[src/rtl/sensor_conditioner.sv]
// Beam-sensor conditioner: synchronizes and debounces the back/front beams, turns each
// beam release into a one-cycle up/down pulse, gates pulses on queue full/empty and counts rejects.
module sensor_conditioner #(
    parameter int DEBOUNCE = 4,
    parameter int REJ_W    = 4
) (
    input  logic             clk,
    input  logic             reset,
    input  logic             rawBack,
    input  logic             rawFront,
    input  logic             fullFlag,
    input  logic             emptyFlag,
    output logic             upSignal,
    output logic             downSignal,
    output logic [REJ_W-1:0] rejCount
);

    localparam logic [3:0]       CNT_TC  = 4'(DEBOUNCE - 1);
    localparam logic [REJ_W:0]   REJ_MAX = {1'b0, {REJ_W{1'b1}}};

    // Channel index 0 = back (entry), 1 = front (exit).
    logic [1:0]      sync1_q, sync2_q;
    logic [1:0]      lvl_q, lvl_d;
    logic [1:0]      prev_q;
    logic [1:0][3:0] cnt_q, cnt_d;
    logic            pend_q, pend_d;
    logic            up_q, up_d;
    logic            down_q, down_d;
    logic [REJ_W-1:0] rej_q, rej_d;

    logic [1:0]      evt;
    logic            up_src, up_try, down_try;
    logic [1:0]      rej_inc;
    logic [REJ_W:0]  rej_sum;

    always_comb begin
        for (int i = 0; i < 2; i++) begin
            lvl_d[i] = lvl_q[i];
            cnt_d[i] = cnt_q[i];
            if (sync2_q[i] == lvl_q[i]) begin
                cnt_d[i] = 4'd0;
            end else if (cnt_q[i] == CNT_TC) begin
                lvl_d[i] = sync2_q[i];
                cnt_d[i] = 4'd0;
            end else begin
                cnt_d[i] = cnt_q[i] + 4'd1;
            end
        end
    end

    // An event is a falling debounced level: the person has fully cleared the beam.
    assign evt = prev_q & ~lvl_q;

    always_comb begin
        up_src   = pend_q | evt[0];
        up_try   = 1'b0;
        down_try = 1'b0;
        pend_d   = 1'b0;
        if (evt[1]) begin
            // Down wins the cycle; any up waits one cycle and is gated when it actually issues.
            down_try = 1'b1;
            pend_d   = up_src;
        end else begin
            up_try   = up_src;
        end
        up_d    = up_try & ~fullFlag;
        down_d  = down_try & ~emptyFlag;
        rej_inc = {1'b0, up_try & fullFlag} + {1'b0, down_try & emptyFlag};
        rej_sum = {1'b0, rej_q} + (REJ_W+1)'(rej_inc);
        rej_d   = (rej_sum > REJ_MAX) ? REJ_MAX[REJ_W-1:0] : rej_sum[REJ_W-1:0];
    end

    always_ff @(posedge clk) begin
        if (reset) begin
            sync1_q <= '0;
            sync2_q <= '0;
            lvl_q   <= '0;
            cnt_q   <= '0;
            prev_q  <= '0;
            pend_q  <= 1'b0;
            up_q    <= 1'b0;
            down_q  <= 1'b0;
            rej_q   <= '0;
        end else begin
            sync1_q <= {rawFront, rawBack};
            sync2_q <= sync1_q;
            lvl_q   <= lvl_d;
            cnt_q   <= cnt_d;
            prev_q  <= lvl_q;
            pend_q  <= pend_d;
            up_q    <= up_d;
            down_q  <= down_d;
            rej_q   <= rej_d;
        end
    end

    assign upSignal   = up_q;
    assign downSignal = down_q;
    assign rejCount   = rej_q;

endmodule
[config.mk]
export PLATFORM = sky130hd
export DESIGN_NAME = sensor_conditioner
export DESIGN_NICKNAME = d
export VERILOG_FILES = /design/src/rtl/sensor_conditioner.sv
export SDC_FILE = /design/constraint.sdc
export NUM_CORES = 1
export LEC_CHECK = 0
export ABC_CLOCK_PERIOD_IN_PS = 3900
export BUFFER_PORTS_ARGS = -buffer_cell sky130_fd_sc_hd__buf_2
export CAP_MARGIN = 20
export CORE_ASPECT_RATIO = 0.9
export CORE_UTILIZATION = 44
export DETAILED_ROUTE_END_ITERATION = 10
export PLACE_DENSITY = 0.72
export REMOVE_ABC_BUFFERS = 1
export SETUP_SLACK_MARGIN = 0.15
export SYNTH_ARGS = -nofsm -noshare
export SYNTH_HDL_FRONTEND = slang
export SYNTH_SLANG_ARGS = --single-unit
[constraint.sdc]
create_clock -name clk -period 3.9 [get_ports clk]
set_input_delay 0 -clock clk [delete_from_list [all_inputs] [get_ports clk]]
set_output_delay 0 -clock clk [all_outputs]
set_load 0.005 [all_outputs]
# Yosys cells after proc, flatten, opt, wreduce, memory -nomap -nowiden
# Cells that the tools add are included.
[totals] ff_bits=23
[op_classes] mux=3 n_lt_le_gt_ge=1 bitwise_logic=12 add_sub_neg=4 eq_ne=4 reduce_logical=5
[op_table] op="4-bit by 1-bit adder with 4-bit output, second input constant" count=2
[op_table] op="4-bit by 2-bit equality test with 1-bit output, second input constant" count=2
[op_table] op="3-bit OR reduction" count=2
[op_table] op="4-bit by 2-bit adder with 5-bit output" count=1
[op_table] op="5-bit by 4-bit greater-than comparator with 1-bit output, second input constant" count=1
[op_table] op="1-bit NOT" count=5
[op_table] op="1-bit AND" count=4
[op_table] op="4-bit 2-to-1 mux" count=1
[op_table] op="2-bit AND reduction" count=2
[op_table] op="1-bit by 1-bit adder with 2-bit output" count=1
[op_table] op="2-bit AND" count=1
[op_table] op="1-bit equality test" count=2
[op_table] op="1-bit 2-to-1 mux" count=2
[op_table] op="2-bit NOT" count=1
[op_table] op="2-bit OR reduction" count=1
[op_table] op="1-bit OR" count=1

# Logic depth before layout (Yosys ltp)
[depth] depth_word=9 ltp_mapped=8

# Worst setup path after synthesis
# OpenSTA, ideal clock, no wires.
[synth_path] kind="flip-flop to flip-flop" start="reg lvl_q[1]" end="reg rej_q[2] (netlist: rejCount[2])" setup_time_ns=0.132 required_ns=3.768 t_arrival_ns=1.476 setup_slack_ns=2.292 path_stages_with_launch=9 cell_sequence="dfxtp_1 > nand2b_1 > o211ai_1 > fa_1 > inv_1 > ha_1 > nand2_1 > nor2_1 > nor3_1"
[synth_via] elab_chain_len=8 elab_cells_between_ends=10 cone_classes="2 x add/sub; 1 x order compare; 3 x mux; 4 x bitwise"
[synth_lines] item="start: declaration" line="23" source="logic [1:0] lvl_q, lvl_d;"
[synth_lines] item="start signal: assignment" line="87" source="lvl_q <= lvl_d;"
[synth_lines] item="2-bit NOT *" line="52" source="assign evt = prev_q & ~lvl_q;"
[synth_lines] item="2-bit AND *" line="52"
[synth_lines] item="1-bit 2-to-1 mux" line="59" source="if (evt[1]) begin"
[synth_lines] item="1-bit AND" line="68" source="rej_inc = {1'b0, up_try & fullFlag} + {1'b0, down_try & emptyFlag};"
[synth_lines] item="1-bit by 1-bit adder with 2-bit output *" line="68"
[synth_lines] item="4-bit by 2-bit adder with 5-bit output *" line="69" source="rej_sum = {1'b0, rej_q} + (REJ_W+1)'(rej_inc);"
[synth_lines] item="5-bit by 4-bit greater-than comparator with 1-bit output" line="70" source="rej_d = (rej_sum > REJ_MAX) ? REJ_MAX[REJ_W-1:0] : rej_sum[REJ_W-1:0];"
[synth_lines] item="4-bit 2-to-1 mux *" line="70"
[synth_lines] item="end signal: assignment" line="93" source="rej_q <= rej_d;"
[synth_lines] item="end: declaration" line="29" source="logic [REJ_W-1:0] rej_q, rej_d;"
# Every way passes the cells marked *; elsewhere a longest branch is shown, timed or not.
# A chain may end at the register's enable or synchronous reset.

# Worst setup path after layout
[layout_path] start="reg lvl_q[1]" end="reg rej_q[1] (netlist: rejCount[1])"
# The elaborated chain is that of the path after synthesis.

==> metrics.txt <==
outcome finished, final reports clean; worst-path maximum fanout 5; iteration-0 DRC count of the detailed router 8; post-synthesis cell count 83; reg-to-reg endpoint rejCount[1]; Peak VDD IR 0.0002536 V; Seq cells post-synth 23; Post-route DRC 0; largest cells by area after synthesis dfxtp_1 55%, nor2_1 5.8%, nor2b_1 5.2%; startpoint types flip-flop; fin area 989.7 sq um; Worst-path clk slew 0.12 ns; Critical-path top delay cell fa_1; Hold WS 0.04565 ns; Syn. warnings 0; Initial Util 48.56%; largest net degree at the start of global routing 18; Hold Crit Endpoint sync1_q[0]; worst slew pin tran 0.3272 ns; port buffer count 11; register area 460.4 sq um; Compound-Gate Fraction of Synth Area 3.418%; Yosys top cell by area dfxtp_1; relative slew slack 78.14%; simple-gate area share of the yosys netlist 23.77%; Core Box Area 1734 sq um; routed vias/inst 4.800; Final WS setup 2.145 ns; Die X 48.11 microns; number of global-route vias before repair 545; critical path's largest stage delay 0.42 ns; DRT Pass-1 Iters 4; fin crit share 45.01%; Top-Level Pins 12; Peak Freq 569.7 MHz; GP Congestion 0.7212; fin crit period 1.755 ns; Hold Startpoint reset; Crit. End Element flip-flop; worst hold stages 2; TritonCTS Sinks 23; Mapped Area 842.1 sq um; CP delay by family, top adder cells; Synth Area in XOR/XNOR 6.241%; area of the multi-input gates 359.1 sq um; PwrDens 360.7 nW/um^2; Clock Root Buffer clkbuf_4; CTS tree yes; Fill cells 148; mux contribution to synthesized area 2.377%; Clock Path Buffers 2; n_diodes 0; WL/cell 9.912 microns; H-tree levels 1; setup TNS 0 ns; CP Class reg2reg; Place WS 2.165 ns; Site Rows 14; Worst Clk Skew 0.003152 ns; RSZ-0062 raised after global routing false; FF-to-FF path depth 7; max-slew violation count 0; total gr overflow 0; largest family of logic cells by synthesized area simple AND/OR/NAND/NOR gates; Routed WL 1239 microns; Synth cell types 22; worst reg2reg path startpoint lvl_q[1]; Critical Path RT 4.14 ns; endpoints failing hold 0; Max Cap Viol 0; nets 112; post-CTS setup buffers 0; Synth Area per Inst 10.15 sq um; first-pass GRT wire length 2132 microns; r2r setup slk 2.14 ns; top-area cell type share of the netlist area 54.68%; Total GRT Usage 14.53%; hpwl dp 884.4 microns; Adder-Cell Fraction of Synth Area 6.835%; fraction of layout instances using a drive strength above 1 15.84%; antenna violations before repair 0; post-CTS sizing 0; final setup fails 0; Via Count 600; Post-CTS Hold Fix Bufs 4; Hold Crit Class in2reg; die area 2093 sq um; post-synthesis sequential area ratio 54.68%; area growth from synthesis to layout 17.53%; crit-path cells nand2b_1 -> o211ai_1 -> fa_1 -> inv_1 -> ha_1 -> nand3_1 -> a21oi_1; Bufs and invs on worst path 1; CTS buffer count 3; area post-placement 923.4 sq um; WP data arrival 2.00 ns; PnR Total Power 0.0003570 W; Lkg Pwr 0.3894 nW; worst skew pair latency 0.30 ns; Die Y-Extent 43.50 microns; Antenna Violating Nets Remaining 0
==> worst reg2reg max path: stages (launching register included) <==
cell and delay, ns:
dfxtp_1 0.41, nand2b_1 0.18, o211ai_1 0.13, fa_1 0.42, inv_1 0.09, ha_1 0.21
nand3_1 0.11, a21oi_1 0.15
==> registers in the layout (all words and copies together) (netlist names) <==
name	flops
sync2_q	2
pend_q	1
sync1_q	2
downSignal	1
cnt_q	8
upSignal	1
prev_q	2
lvl_q	2
rejCount	4
==> where the power goes <==
group | leakage (nW) | total (W) | switching (W) | internal, W
logic | 0.188 | 0.0000123 | 0.00000533 | 0.00000700
clock network | 0.0150 | 0.000106 | 0.0000662 | 0.0000399
registers | 0.186 | 0.000239 | 0.00000113 | 0.000237
==> per-stage QoR <==
step                cells  utilization [%]
floorplan              82                -
global placement      117            53.25
detailed placement    117            53.25
CTS                   125            57.07
global route          125            57.07
finish                125            57.07
==> cell type report <==
class / count / area share [%]
tap: 24 / 3.034
inverter: 5 / 1.896
clock buffer: 4 / 2.655
timing repair buffer: 15 / 9.608
multi-input combinational: 54 / 36.28
sequential: 23 / 46.52
==> synth_stat cells, drive strengths merged <==
cell,instances
dfxtp,23
nor2,13
nor2b,7
inv,5
nor3,5
xnor2,4
ha,3
nand3,3
a21oi,2
mux2i,2
nand2,2
nor3b,2
or3,2
xor2,2
a31oi,1
clkbuf,1
fa,1
nand2b,1
nand3b,1
nor4b,1
o211ai,1
o21ai,1
==> routing by layer <==
metal / global-route usage (%) / routed length, microns / vias to the layer above
met3: 2.500 / 33 / 5
met4: 8.333 / 30 / 0
met5: 0 / 0 / -
li1: - / - / 310
met2: 23.78 / 580 / 14
met1: 17.41 / 595 / 271
==> cells by family (layout without fill, tap and decap cells) <==
group                    after synthesis  in the layout
buffers and inverters                  6             24
adder cells (fa/ha/maj)                4              4
AO/OA/AOI/OAI                          5              5
AND/OR/NAND/NOR                       37             37
XOR/XNOR                               6              6
multiplexers                           2              2
flip-flops                            23             23
==> cells in the final DEF, fill, tap and decap left out, types with 2 or more instances in the layout <==
cell	synthesis	routed
dlygate4sd3_1	0	4
a21oi_1	2	2
dfxtp_1	23	23
inv_1	5	5
xor2_1	2	2
nor3_1	5	5
nand2_1	2	2
clkbuf_4	0	3
nor2b_1	7	7
nand3_1	3	3
xnor2_1	4	4
nor3b_1	2	2
buf_2	0	11
ha_1	3	3
nor2_1	13	13
mux2i_1	2	2
or3_4	2	2
==> worst max-delay path by stage <==
stage	startpoint	end	slack [ns]	depth (start not counted)
final	lvl_q[1]	rejCount[1]	2.14	7
after global routing	lvl_q[1]	rejCount[0]	1.96	7
after CTS	lvl_q[1]	rejCount[1]	2.14	7
after detailed placement	lvl_q[1]	rejCount[1]	2.17	7
after global placement	lvl_q[1]	rejCount[0]	2.24	7
after floorplan	lvl_q[1]	rejCount[2]	2.31	8
Note: power is estimated with default switching activity, not from simulation.
